File: src/rtl/seq_shifter.sv
// Multi-cycle barrel shifter: one binary stage of the shift amount per cycle, fixed SHW-cycle latency.
// Optional macro SEQ_SHIFTER_ROTATE_EN makes op=11 a rotate-left; otherwise op=11 behaves as SLL.
module seq_shifter #(
  parameter int unsigned WIDTH = 32,
  parameter int unsigned SHW   = 5
) (
  input  logic             clock,
  input  logic             reset,
  input  logic             in_valid,
  output logic             in_ready,
  input  logic [1:0]       op,
  input  logic [SHW-1:0]   shamt,
  input  logic [WIDTH-1:0] number,
  output logic             out_valid,
  input  logic             out_ready,
  output logic [WIDTH-1:0] out
);

  typedef enum logic [1:0] {IDLE, SHIFT, DONE} state_e;

  state_e           state_q, state_d;
  logic [SHW-1:0]   k_q, k_d;
  logic [1:0]       op_q, op_d;
  logic [SHW-1:0]   shamt_q, shamt_d;
  logic [WIDTH-1:0] work_q, work_d;
  logic [WIDTH-1:0] out_q, out_d;
  logic             out_valid_q, out_valid_d;
  logic             in_ready_q, in_ready_d;

  logic [SHW-1:0]   stage_amt;
  logic [WIDTH-1:0] shifted;
  logic [WIDTH-1:0] stage_res;
`ifdef SEQ_SHIFTER_ROTATE_EN
  localparam logic [SHW:0] WIDTH_L = (SHW+1)'(WIDTH);
  logic [SHW:0]     rot_amt;
`endif

  // Working register shifted by 2^k according to the captured operation
  always_comb begin
    stage_amt = SHW'(1) << k_q;
    shifted   = work_q << stage_amt;
`ifdef SEQ_SHIFTER_ROTATE_EN
    rot_amt   = WIDTH_L - {1'b0, stage_amt};
`endif
    case (op_q)
      2'b01:   shifted = work_q >> stage_amt;
      2'b10:   shifted = $unsigned($signed(work_q) >>> stage_amt);
`ifdef SEQ_SHIFTER_ROTATE_EN
      2'b11:   shifted = (work_q << stage_amt) | (work_q >> rot_amt);
`endif
      default: shifted = work_q << stage_amt;
    endcase
    // shamt_q is consumed LSB-first, so bit 0 is always the current stage's bit
    stage_res = shamt_q[0] ? shifted : work_q;
  end

  // Next-state and registered-output logic
  always_comb begin
    state_d     = state_q;
    k_d         = k_q;
    op_d        = op_q;
    shamt_d     = shamt_q;
    work_d      = work_q;
    out_d       = out_q;
    out_valid_d = out_valid_q;
    case (state_q)
      IDLE: begin
        if (in_valid) begin
          op_d    = op;
          shamt_d = shamt;
          work_d  = number;
          k_d     = '0;
          state_d = SHIFT;
        end
      end
      SHIFT: begin
        work_d  = stage_res;
        shamt_d = shamt_q >> 1;
        k_d     = k_q + SHW'(1);
        if (k_q == SHW'(SHW - 1)) begin
          out_d       = stage_res;
          out_valid_d = 1'b1;
          state_d     = DONE;
        end
      end
      DONE: begin
        if (out_ready) begin
          out_valid_d = 1'b0;
          state_d     = IDLE;
        end
      end
      default: begin
        out_valid_d = 1'b0;
        state_d     = IDLE;
      end
    endcase
    in_ready_d = (state_d == IDLE);
  end

  always_ff @(posedge clock or posedge reset) begin
    if (reset) begin
      state_q     <= IDLE;
      k_q         <= '0;
      op_q        <= '0;
      shamt_q     <= '0;
      work_q      <= '0;
      out_q       <= '0;
      out_valid_q <= 1'b0;
      in_ready_q  <= 1'b1;
    end else begin
      state_q     <= state_d;
      k_q         <= k_d;
      op_q        <= op_d;
      shamt_q     <= shamt_d;
      work_q      <= work_d;
      out_q       <= out_d;
      out_valid_q <= out_valid_d;
      in_ready_q  <= in_ready_d;
    end
  end

  assign in_ready  = in_ready_q;
  assign out_valid = out_valid_q;
  assign out       = out_q;

endmodule

File: config.mk
export PLATFORM = sky130hd
export DESIGN_NAME = seq_shifter
export DESIGN_NICKNAME = d
export VERILOG_FILES = /design/src/rtl/seq_shifter.sv
export SDC_FILE = /design/constraint.sdc
export NUM_CORES = 1
export LEC_CHECK = 0
export CAP_MARGIN = 20
export CORE_ASPECT_RATIO = 1.1
export CORE_MARGIN = 8
export CORE_UTILIZATION = 29
export DETAILED_ROUTE_END_ITERATION = 12
export GPL_ROUTABILITY_DRIVEN = 1
export PLACE_DENSITY = 0.46
export SLEW_MARGIN = 20
export SYNTH_ARGS = -nofsm -noshare
export SYNTH_HDL_FRONTEND = slang
export SYNTH_SLANG_ARGS = --single-unit
File: constraint.sdc
create_clock -name clock -period 4.1 [get_ports clock]
set_input_delay 0.82 -clock clock [delete_from_list [all_inputs] [get_ports clock]]
set_output_delay 0.82 -clock clock [all_outputs]
set_load 0.02 [all_outputs]
==> Word level (Yosys, flattened, before mapping) <==
Cells that the tools add are included.
{ "totals": {"reg_bits": 80, "out_inout_bits": 34, "word_cells": 44} }
{ "classes": {"n_addsub": 1, "n_eq_ne": 8, "n_shift": 4, "mux": 15, "bitwise": 1, "reduce_logical": 7} }
{ "op_table": {"columns": ["cell", "n"], "rows": [
  ["32-bit one-hot mux with 2 select lines", 2],
  ["32-bit two-way mux", 2],
  ["32-bit by 5-bit left shift with 32-bit output", 1],
  ["32-bit by 5-bit right shift with 32-bit output", 1],
  ["32-bit by 5-bit >>> shifter with 32-bit output", 1],
  ["5-bit one-hot mux with 2 select lines", 2],
  ["5-bit two-way mux", 2],
  ["2-bit two-way mux", 3],
  ["2-bit inequality test, second input constant", 3],
  ["2-bit one-hot mux with 3 select lines", 1],
  ["2-bit AND reduction", 3],
  ["5-bit by 1-bit adder with 5-bit output, second input constant", 1],
  ["5-bit by 3-bit == test with 1-bit output, second input constant", 1],
  ["1-bit by 5-bit left shift with 5-bit output, first input constant", 1],
  ["2-bit by 1-bit == test with 1-bit output, second input constant", 2],
  ["2-bit == test, second input constant", 2],
  ["2-bit zero test", 2],
  ["1-bit one-hot mux with 3 select lines", 1],
  ["3-bit AND reduction", 1],
  ["1-bit two-way mux", 2],
  ["2-bit nonzero test", 1],
  ["1-bit inverter", 1]
]} }

==> Longest topological paths before layout <==
{ "logic_depth": {"depth_word": 5, "mapped_depth": 12, "depth_no_buf": 8} }

==> Least setup slack after synthesis <==
Ideal clock, no wire load.
{ "synth_timing": {"path_type": "reg-to-reg", "startpoint": "register k_q[0]", "endpoint": "register in_ready_q (netlist: in_ready)", "arrival_time_ps": 2361, "required_ps": 4032, "setup_slack_ps": 1671, "path_stages_with_launch": 13, "path_buffers": 6, "cell_sequence": "dfrtp_1 buf_2 buf_4 clkinv_1 buf_2 buf_2 ha_1 and3_1 nand2_1 clkbuf_1 buf_1 nand2_1 nor2_1"} }
{ "synth_between": {"elab_chain_len": 4} }
{ "synth_rtl": {"columns": ["element", "line_no", "text"], "rows": [
  ["start, declared", "22", "logic [SHW-1:0] k_q, k_d;"],
  ["start signal, assigned", "112", "k_q <= k_d;"],
  ["5-bit by 3-bit == test with 1-bit output", "80", "if (k_q == SHW'(SHW - 1)) begin"],
  ["2-bit two-way mux", "80", null],
  ["2-bit one-hot mux with 3 select lines", "66", "case (state_q)"],
  ["net state_d[1]", "21", "state_e state_q, state_d;"],
  ["2-bit zero test", "97", "in_ready_d = (state_d == IDLE);"],
  ["net in_ready_d", "28", "logic in_ready_q, in_ready_d;"],
  ["end signal, assigned", "118", "in_ready_q <= in_ready_d;"],
  ["end, declared", "28", null]
]} }
The timed path passes the listed nets, and every way through them passes these cells.
A chain may end at the register's enable or synchronous reset.

==> Final worst setup path <==
{ "layout_timing": {"startpoint": "register k_q[4]", "endpoint": "register out_q[4] (netlist: out[4])"} }
{ "layout_between": {"elab_chain_len": 4, "word_cells_on_any_way": 8, "cone_classes": "eq/ne (1); shift (4); mux (2); reduce/logical (1)"} }
{ "layout_rtl": {"columns": ["element", "line_no", "text"], "rows": [
  ["1-bit by 5-bit left shift with 5-bit output", "40", "stage_amt = SHW'(1) << k_q;"],
  ["32-bit by 5-bit left shift with 32-bit output (tied with other cells)", "51", "default: shifted = work_q << stage_amt;"],
  ["32-bit one-hot mux with 2 select lines", "45", "case (op_q)"],
  ["32-bit two-way mux", "54", "stage_res = shamt_q[0] ? shifted : work_q;"],
  ["end signal, assigned", "116", "out_q <= out_d;"],
  ["end, declared", "26", "logic [WIDTH-1:0] out_q, out_d;"]
]} }
Several ways; a longest one is shown, not always the timed one.

==> results.toml <==
[min_path]
min_from = "out[17]"
hp-class = "register to register"
hold_depth = 2

[synthesis]
synthArstFlopShare = 1.00
post-synth-top-area-fraction = 0.270
yosys_most_used_dff = "dfrtp_1"
synth-seq-area-share = 0.274
synth.most_common_cell = "o21ai_0"
avgSynthCellArea_um2 = 7.72
synthTopCellsByCount = "96 x o21ai_0, 88 x nand2_1, 79 x dfrtp_1, 73 x a21oi_1, 66 x clkbuf_1"
ys_top_cells_by_area = "dfrtp_1 27%, o21ai_0 6.6%, a21oi_1 5.0%"
synth_nets = 995
syn_inst = 948
ys_warn_count = 0
syn_area_um2 = 7320
synth_edf_count = 0
synth_largest_area_cell = "dfrtp_1"
ys_seq_elements = 80
ys_types = 80

[power_and_ir_drop]
power.leakage_nw = 3.32
worst_ir_drop_vdd_v = 0.000425
power.density_nw_per_um2 = 1130

[cells_and_area]
nNetsFinal = 1017
area_growth_syn_to_layout_pct = 18.8
drive_above_1_share = 0.124
n_antenna_cell = 0
fin_area_um2 = 8700
final_util = 0.348

[sta]
fin_skew_ns = 0.0119
timing.hold.ws_ns = 0.477
tns_ns = 0
rsz0062_at_grt = "false"
hold_viol_final = 0
worst_slew_pin_slew_ns = 1.01
setup_viol = 0
period_needed_ns = 3.22
max_slew_margin = 0.327
finalWorstSetupSlack_ns = 0.879
fmax_mhz = 310
slew_violations = 0
fin_crit_sh = 0.786

[placed_design]
place_area_um2 = 8390
pre_cts_ws_ns = 0.996
place_hpwl_um = 26600
numPortBuffers = 76
gp_congestion = 0.965

[setup_path]
worstPathRequired_ns = 4.34
path_max_fanout = 18
rr_endpoint = "out[4]"
crit_type = "register to register"
arrival_ns = 3.46
r2r-start = "k_q[4]"
r2r_setup_slack_ns = 0.88
cp-start-kind = "register"
endpoint_kind = "register"
cp-startpoint = "k_q[4]"
cp-endpoint = "out[4]"
r2r_cells = 7

[grt]
grt_max_degree = 81
antenna_found_initial = 0
grt_pass1_wl_um = 57000
grt-ovfl-total = 0
grt_pass1_vias = 8212
grt_use_total = 0.246

[routing]
vias_per_cell = 6.42
drt_pass1_iterations = 6
via_count = 8283
ant_nets = 0
drc = 0
drt_iter0_drc = 894
drt-total-wl_um = 38200
wl_per_cell_um = 29.6

[die]
fp.dieW_um = 168
die_h_um = 183
num_rows = 61
die_area_um2 = 30600
initial_utilization = 0.293
coreArea_um2 = 25000
io_pins = 77

[run]
cap_violations = 0

[clocking]
path_clk_slew_ns = 0.08
cts_setup_buffers = 0
cts_root_buf = "clkbuf_16"
cts_buffers = 9
clock_latency_ns = 0.37
clockBufferDepth = 2
hold_buffers = 0
cts-resized-gates = 0
cts_tree = "built"
clock_sinks = 80
htreeDepth = 3

[run_status]
outcome = "finished, final reports clean"
-- metal layers --
metal	up-vias	track usage	wire (um)
li1	3632	-	-
met4	0	0.131	2060
met5	-	0	0
met1	4022	0.321	16100
met2	517	0.380	16900
met3	112	0.0449	3140
-- cell families (layout without fill, tap and decap cells) --
kind of cell,after synthesis,after routing,synth area share
flip-flops,80,80,0.274
AND/OR/NAND/NOR,284,284,0.191
buffers and inverters,131,158,0.0805
adder cells (fa/ha/maj),4,4,0.00683
multiplexers,46,46,0.0709
AO/OA/AOI/OAI,403,403,0.377
-- registers in the layout, indices dropped and copies added (netlist names) --
register	cells
in_ready	1
out_valid	1
work_q	32
op_q	2
out	32
shamt_q	5
state_q	2
k_q	5
-- worst min-delay path by stage --
stage / to / slack (ns)
floorplan: shamt_q[1] / 0.45
global placement: out[28] / 0.46
detailed placement: out[28] / 0.47
CTS: out[17] / 0.49
global route: out[28] / 0.50
finish: out[17] / 0.48
-- critical path: stages, from the launching register on --
cell and delay (ns):
dfrtp_1 0.57, or3_1 0.81, buf_4 0.36, o21ai_1 0.42, a2bb2oi_1 0.20, a31oi_1 0.24
o2111ai_1 0.18, mux2_2 0.31
-- power by group --
group          switching (W)  leakage, nW  internal, W  total, W
clock network       0.000423        0.150     0.000488  0.000911
logic                0.00437         2.18      0.00250   0.00687
registers           0.000932        0.991      0.00114   0.00208
-- layout by cell type (no fill, tap or decap), drive strengths merged, types with 5 or more instances in the layout --
cell and instances:
a221o 7, o2111ai 9, o22a 12, nand3 24
dfrtp 79, nor4 8, clkdlybuf4s50 76, a21oi 74
o211ai 19, nor2 62, and3 9, inv 17
nor3 23, o221a 7, a21o 15, a22oi 22
buf 48, o221ai 13, mux2i 26, a211oi 18
a2bb2oi 6, nand2 88, mux2 17, o22ai 18
clkbuf 9, a221oi 7, a31oi 12, a32oi 5
a22o 8, o21ai 107, nor2b 20, clkinv 6
nand2b 19, nand4 5
-- stage by stage --
stage,power [W],cells
final,0.00986,1290
after detailed placement,0.00870,1274
after floorplan,0.00606,948
after CTS,0.00965,1290
after global routing,0.0103,1290
after global placement,0.00881,1274
-- area by class of cell --
type | instances | area [um^2]
Clock inverter | 7 | 86.3
Timing Repair Buffer | 124 | 1160
Inverter | 18 | 68.8
Tap cell | 315 | 394
Sequential cell | 80 | 2010
Clock buffer | 9 | 225
Fill cell | 2653 | 16300
Multi-Input combinational cell | 737 | 4760
(Power assumes the default switching activity.)
